--- src/rtl/rr_arbiter8_if.sv ---
// rtl/rr_arbiter8_if.sv - requester/downstream handshake bundle for rr_arbiter8
interface rr_arbiter8_if;
  logic [7:0] req;
  logic [7:0] req_last;
  logic       out_ready;
  logic       out_valid;
  logic       out_last;
  logic [2:0] sel;
  logic [7:0] gnt;
  logic       busy;
  logic       timeout_err;

  modport master (
    output req, req_last, out_ready,
    input  out_valid, out_last, sel, gnt, busy, timeout_err
  );

  modport slave (
    input  req, req_last, out_ready,
    output out_valid, out_last, sel, gnt, busy, timeout_err
  );
endinterface

--- src/rtl/rr_arbiter8.sv ---
// rtl/rr_arbiter8.sv - 8-way round-robin burst arbiter driving a mux8 select
// Optional forced release of stalled bursts when ARB_TIMEOUT_EN is defined.
module rr_arbiter8 #(
  parameter int WIDTH   = 32,
  parameter int TIMEOUT = 16
) (
  input  logic            clk,
  input  logic            rst_n,
  rr_arbiter8_if.slave    bus
);

  if (WIDTH < 1 || TIMEOUT < 1) begin : g_param_check
    $error("rr_arbiter8: WIDTH and TIMEOUT must be positive");
  end

  typedef enum logic {IDLE, GRANT} state_t;

  state_t     state_q, state_d;
  logic [2:0] sel_q, sel_d;
  logic [2:0] ptr_q, ptr_d;
  logic [7:0] gnt_q, gnt_d;
  logic       accept;
  logic       any_req;
  logic       timeout_hit;
  logic [2:0] pick_base;
  logic [2:0] pick_idx;

  // First set bit searching base+1, base+2, ... wrapping; base itself is checked last.
  function automatic logic [2:0] pick(input logic [7:0] r, input logic [2:0] base);
    logic [2:0] idx;
    pick = base;
    for (int k = 8; k >= 1; k--) begin
      idx = base + 3'(k);
      if (r[idx]) pick = idx;
    end
  endfunction

  assign bus.busy      = (state_q == GRANT);
  assign bus.out_valid = (state_q == GRANT) && bus.req[sel_q];
  assign bus.out_last  = (state_q == GRANT) && bus.req_last[sel_q];
  assign bus.sel       = sel_q;
  assign bus.gnt       = gnt_q;

  assign accept    = bus.out_valid && bus.out_ready;
  assign any_req   = |bus.req;
  // At a burst end the pointer becomes the current grant, so search from it directly.
  assign pick_base = (state_q == GRANT) ? sel_q : ptr_q;
  assign pick_idx  = pick(bus.req, pick_base);

`ifdef ARB_TIMEOUT_EN
  localparam int CNT_W = $clog2(TIMEOUT + 1);

  logic [CNT_W-1:0] stall_q, stall_d;
  logic             timeout_err_q;

  assign timeout_hit = (state_q == GRANT) && !accept && (stall_q == CNT_W'(TIMEOUT - 1));

  always_comb begin
    stall_d = '0;
    if (state_q == GRANT && !accept && !timeout_hit) stall_d = stall_q + 1'b1;
  end

  always_ff @(posedge clk or negedge rst_n) begin
    if (!rst_n) begin
      stall_q       <= '0;
      timeout_err_q <= 1'b0;
    end else begin
      stall_q       <= stall_d;
      timeout_err_q <= timeout_hit;
    end
  end

  assign bus.timeout_err = timeout_err_q;
`else
  assign timeout_hit     = 1'b0;
  assign bus.timeout_err = 1'b0;
`endif

  always_comb begin
    state_d = state_q;
    sel_d   = sel_q;
    ptr_d   = ptr_q;
    gnt_d   = gnt_q;
    case (state_q)
      IDLE: begin
        if (any_req) begin
          sel_d   = pick_idx;
          gnt_d   = 8'b1 << pick_idx;
          state_d = GRANT;
        end
      end
      GRANT: begin
        if (accept && bus.out_last) begin
          ptr_d = sel_q;
          if (any_req) begin
            sel_d = pick_idx;
            gnt_d = 8'b1 << pick_idx;
          end else begin
            gnt_d   = '0;
            state_d = IDLE;
          end
        end else if (timeout_hit) begin
          ptr_d   = sel_q;
          gnt_d   = '0;
          state_d = IDLE;
        end
      end
      default: begin
        gnt_d   = '0;
        state_d = IDLE;
      end
    endcase
  end

  always_ff @(posedge clk or negedge rst_n) begin
    if (!rst_n) begin
      state_q <= IDLE;
      sel_q   <= 3'd0;
      ptr_q   <= 3'd7;
      gnt_q   <= 8'd0;
    end else begin
      state_q <= state_d;
      sel_q   <= sel_d;
      ptr_q   <= ptr_d;
      gnt_q   <= gnt_d;
    end
  end

endmodule
--- src/flat_wrapper.sv ---
// flat-port wrapper written by rule: the top's interface ports become plain ports
module rr_arbiter8_flat 
#(
  parameter int WIDTH   = 32,
  parameter int TIMEOUT = 16
)
  (clk, rst_n, bus_req, bus_req_last, bus_out_ready, bus_out_valid, bus_out_last, bus_sel, bus_gnt, bus_busy, bus_timeout_err);
  rr_arbiter8_if bus_i ();
  input  logic clk;
  input  logic rst_n;
  input wire logic [$bits(bus_i.req)-1:0] bus_req;
  input wire logic [$bits(bus_i.req_last)-1:0] bus_req_last;
  input wire logic [$bits(bus_i.out_ready)-1:0] bus_out_ready;
  output wire logic [$bits(bus_i.out_valid)-1:0] bus_out_valid;
  output wire logic [$bits(bus_i.out_last)-1:0] bus_out_last;
  output wire logic [$bits(bus_i.sel)-1:0] bus_sel;
  output wire logic [$bits(bus_i.gnt)-1:0] bus_gnt;
  output wire logic [$bits(bus_i.busy)-1:0] bus_busy;
  output wire logic [$bits(bus_i.timeout_err)-1:0] bus_timeout_err;
  assign bus_i.req = bus_req;
  assign bus_i.req_last = bus_req_last;
  assign bus_i.out_ready = bus_out_ready;
  assign bus_out_valid = bus_i.out_valid;
  assign bus_out_last = bus_i.out_last;
  assign bus_sel = bus_i.sel;
  assign bus_gnt = bus_i.gnt;
  assign bus_busy = bus_i.busy;
  assign bus_timeout_err = bus_i.timeout_err;
  rr_arbiter8 #(.WIDTH(WIDTH), .TIMEOUT(TIMEOUT)) u_core (.clk(clk), .rst_n(rst_n), .bus(bus_i));
endmodule
--- config.mk ---
export PLATFORM = sky130hd
export DESIGN_NAME = rr_arbiter8_flat
export DESIGN_NICKNAME = d
export VERILOG_FILES = /design/src/rtl/rr_arbiter8_if.sv /design/src/rtl/rr_arbiter8.sv /design/src/flat_wrapper.sv
export SDC_FILE = /design/constraint.sdc
export NUM_CORES = 1
export LEC_CHECK = 0
export BUFFER_PORTS_ARGS = -buffer_cell sky130_fd_sc_hd__buf_4
export CAP_MARGIN = 20
export CORE_MARGIN = 5
export CORE_UTILIZATION = 55
export CTS_CLUSTER_DIAMETER = 60
export DETAILED_ROUTE_END_ITERATION = 10
export PLACE_DENSITY_LB_ADDON = 0.05
export SLEW_MARGIN = 20
export SYNTH_ARGS = -nofsm -noshare
export SYNTH_HDL_FRONTEND = slang
export SYNTH_SLANG_ARGS = --single-unit
--- constraint.sdc ---
create_clock -name clk -period 4.31 [get_ports clk]
set_input_delay 0.862 -clock clk [delete_from_list [all_inputs] [get_ports clk]]
set_output_delay 0.862 -clock clk [all_outputs]
set_load 0.005 [all_outputs]
[Word-level counts from Yosys, hierarchy flattened]
Index checks and enable logic that the tools add are counted.
Storage, ports and cells
  register bits after elaboration: 15
  bits of input ports: 19
  output and inout port bits: 15
  logic and storage cells: 66
Operators by class
  $add $sub $neg: 7
  $lt $le $gt $ge: 8
  equality and inequality tests: 2
  shifts and indexed selects: 1
  multiplexer cells: 36
  bitwise operators: 1
  reductions and logical operators: 7
Operator list (number)
  < comparator 3 x 4 -> 1 bit (second input constant): 8
  2-to-1 mux 3 bit: 10
  binary-select mux 1 bit (select 3 bit): 9
  2-to-1 mux 8 bit: 3
  case mux 8 bit (2 select lines): 1
  adder 3 bit (second input constant): 4
  2-to-1 mux 1 bit: 11
  OR reduction 8 bit: 1
  left shift 1 x 3 -> 8 bit (first input constant): 1
  adder 3 x 2 -> 3 bit (second input constant): 2
  case mux 3 bit (2 select lines): 1
  logical AND 1 bit: 4
  AND reduction 2 bit: 2
  adder 3 x 1 -> 3 bit (second input constant): 1
  != test 2 x 1 -> 1 bit (second input constant): 1
  != test 2 bit (second input constant): 1
  case mux 1 bit (2 select lines): 1
  NOT 1 bit: 1

[Logic depth before layout (Yosys ltp)]
Gate-level depths: netlist (run 1).
  depth after elaboration: 15
  depth in mapped cells: 13

[Least setup slack after synthesis (run 1)]
No wires, ideal clock.
  path type: register -> register
  start point: register u_core.state_q (netlist: u_core.bus.busy)
  end point: register u_core.gnt_q[5] (netlist: u_core.bus.gnt[5])
  arrival time: 2.910 ns
  required time: 4.215 ns
  setup slack: 1.304 ns
  stages on the path, launching flop included: 13
  buffers on the path: 4
  cell sequence: dfrtp_1 -> buf_6 -> mux2i_4 -> buf_6 -> ha_1 -> buf_2 -> clkbuf_1 -> mux4_2 -> a22oi_1 -> nand4b_1 -> a311oi_2 -> nand2b_2 -> o31ai_1
On the way
  longest elaborated chain between the ends: 15
  elaborated cells between the ends (all ways): 42
  classes of those cells: add/sub: 7; eq/ne: 2; shift: 1; mux: 26; bitwise: 1; reduce/logical: 5
RTL lines
  from (decl): line rr_arbiter8.sv:18  | state_t state_q, state_d;
  from (signal assigned): line rr_arbiter8.sv:122  | state_q <= state_d;
  2-to-1 mux 3 bit: line rr_arbiter8.sv:47  | assign pick_base = (state_q == GRANT) ? sel_q : ptr_q;
  adder 3 bit: line rr_arbiter8.sv:33  | idx = base + 3'(k);
  binary-select mux 1 bit (select 3 bit): line rr_arbiter8.sv:34  | if (r[idx]) pick = idx;
  2-to-1 mux 1 bit (implied by the code): line rr_arbiter8.sv:34
  2-to-1 mux 3 bit (7 in a row): line rr_arbiter8.sv:34
  left shift 1 x 3 -> 8 bit: line rr_arbiter8.sv:88, rr_arbiter8.sv:97
  2-to-1 mux 8 bit: line rr_arbiter8.sv:95  | if (any_req) begin
  2-to-1 mux 8 bit: line rr_arbiter8.sv:93  | if (accept && bus.out_last) begin
  case mux 8 bit (2 select lines): line rr_arbiter8.sv:84  | case (state_q)
  to (signal assigned): line rr_arbiter8.sv:125  | gnt_q <= gnt_d;
  to (decl): line rr_arbiter8.sv:21  | logic [7:0] gnt_q, gnt_d;
Parallel ways exist; a longest one is shown, timed or not. The select of a mux whose other input is x is not followed.
A chain may end at the register's enable or synchronous reset.

[Final worst setup path (run 1)]
  start point: register u_core.state_q (netlist: u_core.bus.busy)
  end point: register u_core.gnt_q[6] (netlist: u_core.bus.gnt[6])
Same word-level chain as after synthesis.

==> impl_summary.log, run 1 <==
INFO  metric arrival = 3850 ps
INFO  metric multiInputGateArea = 1261 µm²
INFO  metric slew_headroom = 35.01%
INFO  metric postCtsResizedCells = 0
INFO  metric die_width = 65.91 µm
INFO  metric postRouteWirelength = 3978 µm
INFO  metric routed-via-count = 1,419
INFO  metric synth.avg_cell_area = 10.88 µm²
INFO  metric drcViolationCount = 0
INFO  metric die_y = 65.91 µm
INFO  metric worst_setup_path_end_kind = register
INFO  metric required = 4500 ps
INFO  metric overall_routing_resource_usage = 20.17%
INFO  metric regArea = 379.1 µm²
INFO  metric power.density_cell_area = 875.3 nW/µm²
INFO  metric timing.critical_path.from_type = register
INFO  metric synthesized_net_count = 179
INFO  metric syn-cell-area = 1719 µm²
INFO  metric floorplan.initialDensity = 56.78%
INFO  metric drive_above_1_share = 40.00%
INFO  metric yosys_warnings = 0
INFO  metric max_slew.worst_pin.slew = 974.9 ps
INFO  metric first_global_vias = 1,419
INFO  metric ys_dominant_reg_cell = sky130_fd_sc_hd__dfrtp_1
INFO  metric area_overhead_vs_synth = 15.28%
INFO  metric io_pins = 34
INFO  metric cts-root-to-sink-buffers = 2
INFO  metric power_report.internal_total = 0.0009043 W
INFO  metric power_switching = 0.0008304 W
INFO  metric setup_slack_on_the_worst_flop_to_flop_path = 650 ps
INFO  metric max-cap-violations = 0
INFO  metric synth.yosys.seq_area_share = 22.05%
INFO  metric vias_per_cell = 6.197
INFO  metric cts_setup_buffers = 0
INFO  metric drt_first_iter_violations = 83
INFO  metric run_status = finished, final reports clean
INFO  metric cts_tree = yes
INFO  metric place_hpwl = 3150 µm
INFO  metric critPathMaxFanout = 14
INFO  metric antenna_violations_before_repair = 0
INFO  metric period_share = 84.99%
INFO  metric clkSinkCount = 15
INFO  metric clock-root-buffer = sky130_fd_sc_hd__clkbuf_4
INFO  metric p_clk_share = 4.5%
INFO  metric route.antenna.remaining_nets = 0
INFO  metric total_setup_violations_reported_at_the_end_of_the_flow = 0
INFO  metric synth-edff-count = 0
INFO  metric share_of_flip_flops_with_an_asynchronous_set_or_reset_after_synthesis = 100.0%
INFO  metric hold_violation_total_from_the_final_report = 0
INFO  metric latest_clock_arrival_within_the_worst_skew_pair = 280 ps
INFO  metric cts-buffers-inserted = 3
INFO  metric timing.hold.worst.class = input pin to asynchronous set/reset pin
INFO  metric vdd_drop_max = 0.0004915 V
INFO  metric layout_min_cycle_time = 3663 ps
INFO  metric drt-pass1-iter-count = 4
INFO  metric worst-setup-path-type = register to register
INFO  metric filler_cell_count = 260
INFO  metric antenna-diode-count = 0
INFO  metric ys_types = 53
INFO  metric gr-total-overflow = 0
INFO  metric clock_tree.htree_level_count = 1
INFO  metric flop_pwr_share = 15.1%
INFO  metric slew_violations = 0
INFO  metric final_weighted_congestion_of_routability_driven_global_placement = 0.8553
INFO  metric final_cells = 229
INFO  metric achievable-frequency = 273.0 MHz
INFO  metric power.share.switching = 47.87%
INFO  metric grt_setup_unrepaired = false
INFO  metric routed_wire_length_per_instance = 17.37 µm
INFO  metric leakage = 0.8501 nW
INFO  metric combPwrFrac = 80.4%
INFO  metric cts-hold-fix-buffers = 0
INFO  metric syn-instance-count = 158
INFO  metric ys_ff_latch = 15
INFO  metric place.port_buffers = 32
INFO  metric grt_max_degree = 17
INFO  metric design.final.nets = 207
INFO  metric rows = 20
INFO  metric finClkSkew = 9.389 ps
INFO  metric core_area = 3028 µm²
INFO  metric setup_tns = 0 ps
INFO  metric cts.clk_slew.worst_paths = 90 ps
INFO  metric first_pass_grt_wire_length = 6858 µm
INFO  metric post-place-cells = 225
INFO  metric fp.dieArea = 4344 µm²
## cells in the mapped netlist (3+ instances only)
master	number	area, µm²
sky130_fd_sc_hd__mux4_2	13	292.8
sky130_fd_sc_hd__o31ai_1	8	60.06
sky130_fd_sc_hd__clkbuf_1	3	11.26
sky130_fd_sc_hd__mux2_2	7	78.83
sky130_fd_sc_hd__o21ai_0	3	15.01
sky130_fd_sc_hd__dfrtp_1	12	300.3
sky130_fd_sc_hd__nor3_1	3	15.01
sky130_fd_sc_hd__nand3_1	4	20.02
sky130_fd_sc_hd__mux2i_4	3	67.56
sky130_fd_sc_hd__buf_6	3	33.78
sky130_fd_sc_hd__mux2i_1	19	190.2
sky130_fd_sc_hd__mux2_1	3	33.78
sky130_fd_sc_hd__dfstp_2	3	78.83
sky130_fd_sc_hd__o21ai_1	3	15.01
sky130_fd_sc_hd__nand2_1	22	82.58
sky130_fd_sc_hd__buf_2	3	15.01
## stage by stage
stage / hold slack [ps] / setup WS (ps) / power, W / area, µm² / utilization (%)
floorplan: 472.6 / 1304 / 0.001383 / 1719 / -
global placement: 462.4 / 791.6 / 0.001626 / 1954 / 64.55
detailed placement: 469.9 / 651.7 / 0.001653 / 1954 / 64.55
CTS: 410.7 / 635.6 / 0.001737 / 1982 / 65.45
global route: 404.1 / 312.3 / 0.001892 / 1982 / 65.45
finish: 408.0 / 647.1 / 0.001735 / 1982 / 65.45
## power groups by stage
stage                     Combinational [W]  Sequential, W  Clock [W]
after floorplan                     0.00115       0.000233          0
after global placement              0.00136       0.000264          0
after detailed placement            0.00139       0.000266          0
after CTS                           0.00139       0.000264  0.0000815
after global routing                0.00153       0.000274  0.0000900
final                               0.00139       0.000262  0.0000785
## metal layers
layer	GRT usage (%)	vias up	routed length, µm
li1	-	679	-
met1	25.21	693	1727
met2	36.05	42	2032
met3	1.361	5	160
met4	7.513	0	57
met5	0	-	0
## cell usage in the layout (no fill, tap or decap), types with 3 or more instances in the layout
| master | Yosys | routed |
|---|---|---|
| sky130_fd_sc_hd__buf_4 | 1 | 33 |
| sky130_fd_sc_hd__nand2_1 | 22 | 22 |
| sky130_fd_sc_hd__mux2i_1 | 19 | 19 |
| sky130_fd_sc_hd__mux4_2 | 13 | 13 |
| sky130_fd_sc_hd__dfrtp_1 | 12 | 12 |
| sky130_fd_sc_hd__o31ai_1 | 8 | 8 |
| sky130_fd_sc_hd__mux2_2 | 7 | 7 |
| sky130_fd_sc_hd__nand3_1 | 4 | 4 |
| sky130_fd_sc_hd__mux2i_4 | 3 | 3 |
| sky130_fd_sc_hd__mux2_1 | 3 | 3 |
| sky130_fd_sc_hd__o21ai_0 | 3 | 3 |
| sky130_fd_sc_hd__o21ai_1 | 3 | 3 |
| sky130_fd_sc_hd__nor3_1 | 3 | 3 |
| sky130_fd_sc_hd__clkbuf_4 | 0 | 3 |
| sky130_fd_sc_hd__dfstp_2 | 3 | 3 |
## cells by family (layout without fill, tap and decap cells)
| kind of cell | Yosys count | in the layout | synth area share, % |
|---|---|---|---|
| AO/OA/AOI/OAI | 31 | 31 | 13.46 |
| XOR/XNOR | 3 | 3 | 2.402 |
| other | 1 | 1 | 0.2181 |
| buffers and inverters | 13 | 40 | 4.585 |
| AND/OR/NAND/NOR | 47 | 47 | 15.72 |
| multiplexers | 46 | 46 | 40.10 |
| flip-flops | 15 | 15 | 22.05 |
| adder cells (fa/ha/maj) | 2 | 2 | 1.455 |
## worst paths after layout
| kind | startpoint | end | depth (start not counted) |
|---|---|---|---|
| worst max-delay path | u_core.bus.busy | u_core.bus.gnt[6] | 9 |
| worst min-delay path | rst_n | u_core.bus.sel[0] | 1 |
| worst max register to register | u_core.bus.busy | u_core.bus.gnt[6] | 9 |
| worst min register to register | u_core.bus.gnt[1] | u_core.bus.gnt[1] | 2 |
| max in group asynchronous | rst_n | u_core.ptr_q[1] | 1 |
| min in group clk | u_core.bus.gnt[1] | u_core.bus.gnt[1] | 2 |
## area by class of cell
| type | instances | area share (%) |
|---|---|---|
| repair buffers | 33 | 12.50 |
| multi-input cells | 130 | 63.64 |
| well taps | 44 | 2.778 |
| flip-flops and latches | 15 | 19.13 |
| clock inverters | 1 | 0.2525 |
| clock buffers | 3 | 1.136 |
| inverters | 3 | 0.5682 |
## worst max-delay path, cell delays in order (launching register included)
cell	delay, ps
sky130_fd_sc_hd__dfrtp_1	610
sky130_fd_sc_hd__mux2i_4	580
sky130_fd_sc_hd__inv_2	280
sky130_fd_sc_hd__ha_1	310
sky130_fd_sc_hd__xnor2_2	350
sky130_fd_sc_hd__mux4_2	600
sky130_fd_sc_hd__nor3b_1	170
sky130_fd_sc_hd__nor3_2	240
sky130_fd_sc_hd__nand3_2	140
sky130_fd_sc_hd__o31ai_1	280
## registers in the layout, summed over array words and instances, names as in the netlist
| signal | count |
|---|---|
| u_core.bus.gnt | 8 |
| u_core.bus.sel | 3 |
| u_core.ptr_q | 3 |
| u_core.bus.busy | 1 |
Note: power is estimated with default switching activity, not from simulation.
==> run 2: changes to the inputs <==
--- a/config.mk
+++ b/config.mk
@@ -8,7 +8,7 @@
 export BUFFER_PORTS_ARGS = -buffer_cell sky130_fd_sc_hd__buf_4
 export CAP_MARGIN = 20
 export CORE_MARGIN = 5
-export CORE_UTILIZATION = 55
+export CORE_UTILIZATION = 50
 export CTS_CLUSTER_DIAMETER = 60
 export DETAILED_ROUTE_END_ITERATION = 10
 export PLACE_DENSITY_LB_ADDON = 0.05
==> constraint.sdc (replaced) <==
create_clock -name clk -period 3.07 [get_ports clk]
set_input_delay 0.614 -clock clk [delete_from_list [all_inputs] [get_ports clk]]
set_output_delay 0.614 -clock clk [all_outputs]
set_load 0.005 [all_outputs]
==> run 2 against run 1 <==
Net effect:
- fmax increased by 26%
- cell area is 5.7% higher
- critical path depth stayed put
- worst hold slack lost 230 ps
- highest routed layer unchanged
- sequential cell count unchanged
- clock power up 38%
- clock skew is 3.4 ps lower
- register-to-register slack worse by 490 ps
- die area rose by 8.4%
- largest power group unchanged
==> impl_summary.log, run 2 (synthesis gave the netlist of run 1 again) <==
INFO  metric run_status = finished, final reports clean
INFO  metric mostFrequentLayoutCell = sky130_fd_sc_hd__buf_4
INFO  metric cts-root-to-sink-buffers = 2 (unchanged)
INFO  metric achievable-frequency = 343.7 MHz (+26%)
INFO  metric place.port_buffers = 32 (unchanged)
INFO  metric layout_min_cycle_time = 2909 ps (-753.6 ps)
INFO  metric grt_setup_unrepaired = false
INFO  metric core_area = 3337 µm² (+10%)
INFO  metric first_global_vias = 1,506 (+6.1%)
INFO  metric postRouteWirelength = 4312 µm (+8.4%)
INFO  metric hold_violation_total_from_the_final_report = 0 (unchanged)
INFO  metric clock-root-buffer = sky130_fd_sc_hd__clkbuf_4
INFO  metric clock_tree.htree_level_count = 1 (unchanged)
INFO  metric power_switching = 0.001227 W (+48%)
INFO  metric route.antenna.remaining_nets = 0 (unchanged)
INFO  metric worst_setup_path_end_kind = register
INFO  metric max_slew.worst_pin.slew = 521.7 ps (-453.2 ps)
INFO  metric drcViolationCount = 0 (unchanged)
INFO  metric place_hpwl = 3374 µm (+7.1%)
INFO  metric overall_routing_resource_usage = 20.03% (-0.13 points)
INFO  metric leakage = 0.8944 nW (+5.2%)
INFO  metric cts-buffers-inserted = 3 (unchanged)
INFO  metric io_pins = 34 (unchanged)
INFO  metric flop_pwr_share = 13.0% (-2.1 points)
INFO  metric setup_tns = 0 ps (unchanged)
INFO  metric slew_violations = 0 (unchanged)
INFO  metric rows = 21 (+5.0%)
INFO  metric drt-pass1-iter-count = 4 (unchanged)
INFO  metric drive_above_1_share = 45.41% (+5.4 points)
INFO  metric grt_max_degree = 16 (-1)
INFO  metric first_pass_grt_wire_length = 7182 µm (+4.7%)
INFO  metric vdd_drop_max = 0.0006692 V (+36%)
INFO  metric design.final.nets = 218 (+5.3%)
INFO  metric latest_clock_arrival_within_the_worst_skew_pair = 270 ps (about the same)
INFO  metric die_width = 68.64 µm (+4.1%)
INFO  metric largest_register_ff_count = 8 (unchanged)
INFO  metric timing.hold.worst.class = input pin to asynchronous set/reset pin
INFO  metric gr-total-overflow = 0 (unchanged)
INFO  metric worst-setup-path-type = register to register
INFO  metric power.density_cell_area = 1243 nW/µm² (+42%)
INFO  metric finClkSkew = 6.021 ps (-3.369 ps)
INFO  metric antenna-diode-count = 0 (unchanged)
INFO  metric die_y = 68.64 µm (+4.1%)
INFO  metric cts_tree = yes
INFO  metric total_setup_violations_reported_at_the_end_of_the_flow = 0 (unchanged)
INFO  metric p_clk_share = 4.1% (-0.4 points)
INFO  metric floorplan.initialDensity = 51.52% (-5.3 points)
INFO  metric power.share.switching = 47.09% (-0.78 points)
INFO  metric timing.critical_path.from_type = register
INFO  metric cts.clk_slew.worst_paths = 90 ps (about the same)
INFO  metric critPathMaxFanout = 5 (-9)
INFO  metric fp.dieArea = 4711 µm² (+8.4%)
INFO  metric slew_headroom = 64.23% (+29 points)
INFO  metric max-cap-violations = 0 (unchanged)
INFO  metric arrival = 3090 ps (-760 ps)
INFO  metric layout_common_cells = sky130_fd_sc_hd__buf_4 (44), sky130_fd_sc_hd__nand2_1 (22), sky130_fd_sc_hd__mux2i_1 (17)
INFO  metric final_weighted_congestion_of_routability_driven_global_placement = 0.9087 (+6.2%)
INFO  metric antenna_violations_before_repair = 0 (unchanged)
INFO  metric routed_wire_length_per_instance = 17.82 µm (+2.6%)
INFO  metric area_overhead_vs_synth = 21.91%
INFO  metric clkSinkCount = 15 (unchanged)
INFO  metric cts_setup_buffers = 0 (unchanged)
INFO  metric power = 0.002605 W (+50%)
INFO  metric required = 3250 ps (-1250 ps)
INFO  metric routed-via-count = 1,491 (+5.1%)
INFO  metric vias_per_cell = 6.161 (-0.57%)
INFO  metric drt_first_iter_violations = 80 (-3.6%)
INFO  metric period_share = 94.77% (+9.8 points)
INFO  metric power_report.internal_total = 0.001378 W (+52%)
INFO  metric combPwrFrac = 82.8% (+2.4 points)
## run 2: worst paths after layout
kind | cells after the start | to | start | slack [ps]
max | 9 | u_core.bus.gnt[4] | u_core.bus.busy | 160
min | 1 | u_core.bus.sel[1] | rst_n | 180
max reg2reg | 9 | u_core.bus.gnt[4] | u_core.bus.busy | 160
min reg2reg | 2 | u_core.bus.gnt[7] | u_core.bus.gnt[7] | 480
max in group asynchronous | 1 | u_core.ptr_q[1] | rst_n | 2650
min in group clk | 2 | u_core.bus.gnt[7] | u_core.bus.gnt[7] | 480
## run 2: timing repair
action                     in CTS  in global routing
hold buffers                    0                  0
setup endpoints to repair       0                  9
gates resized for setup         0                  6
## run 2: power by group through the flow
| stage | clock network [W] | registers, W | logic [W] |
|---|---|---|---|
| 6_report | 0.000108 | 0.000340 | 0.00216 |
| 5_1_grt | 0.000120 | 0.000351 | 0.00234 |
| 4_1_cts | 0.000110 | 0.000339 | 0.00211 |
| 3_5_place_dp | 0 | 0.000342 | 0.00210 |
| 3_3_place_gp | 0 | 0.000340 | 0.00206 |
| 2_1_floorplan | 0 | 0.000328 | 0.00161 |
## run 2: metal layers
metal | routed length, µm | GRT usage [%]
met4 | 42 | 5.707
met1 | 1851 | 26.50
met5 | 0 | 0
met3 | 231 | 1.621
met2 | 2187 | 34.80
## run 2: cell type report
class                      count  area [µm²]
multi-input combinational    130        1290
fill                         292        1241
clock buffer                   4       26.28
sequential                    15       380.4
tap                           46       57.56
inverter                       3       11.26
timing repair buffer          44       330.3
## run 2: critical path, cell delays in order, from the launching register on
cell and delay (ps):
sky130_fd_sc_hd__dfrtp_2 430, sky130_fd_sc_hd__mux2i_4 370, sky130_fd_sc_hd__inv_2 70, sky130_fd_sc_hd__ha_1 290
sky130_fd_sc_hd__xnor2_4 280, sky130_fd_sc_hd__mux4_2 550, sky130_fd_sc_hd__o21a_1 140, sky130_fd_sc_hd__o2111ai_1 280
sky130_fd_sc_hd__nand3_2 160, sky130_fd_sc_hd__o31ai_1 260
## run 2: through the flow
step                area, µm²  setup slack (ps)  hold slack, ps  instances  utilization, %
floorplan                1719             64.20           318.4        158               -
global placement         2039             142.9           460.8        238           61.12
detailed placement       2039             66.39           467.5        238           61.12
CTS                      2066             53.09           177.0        242           61.90
global route             2096             31.03           177.1        242           62.80
finish                   2096             160.7           175.4        242           62.80
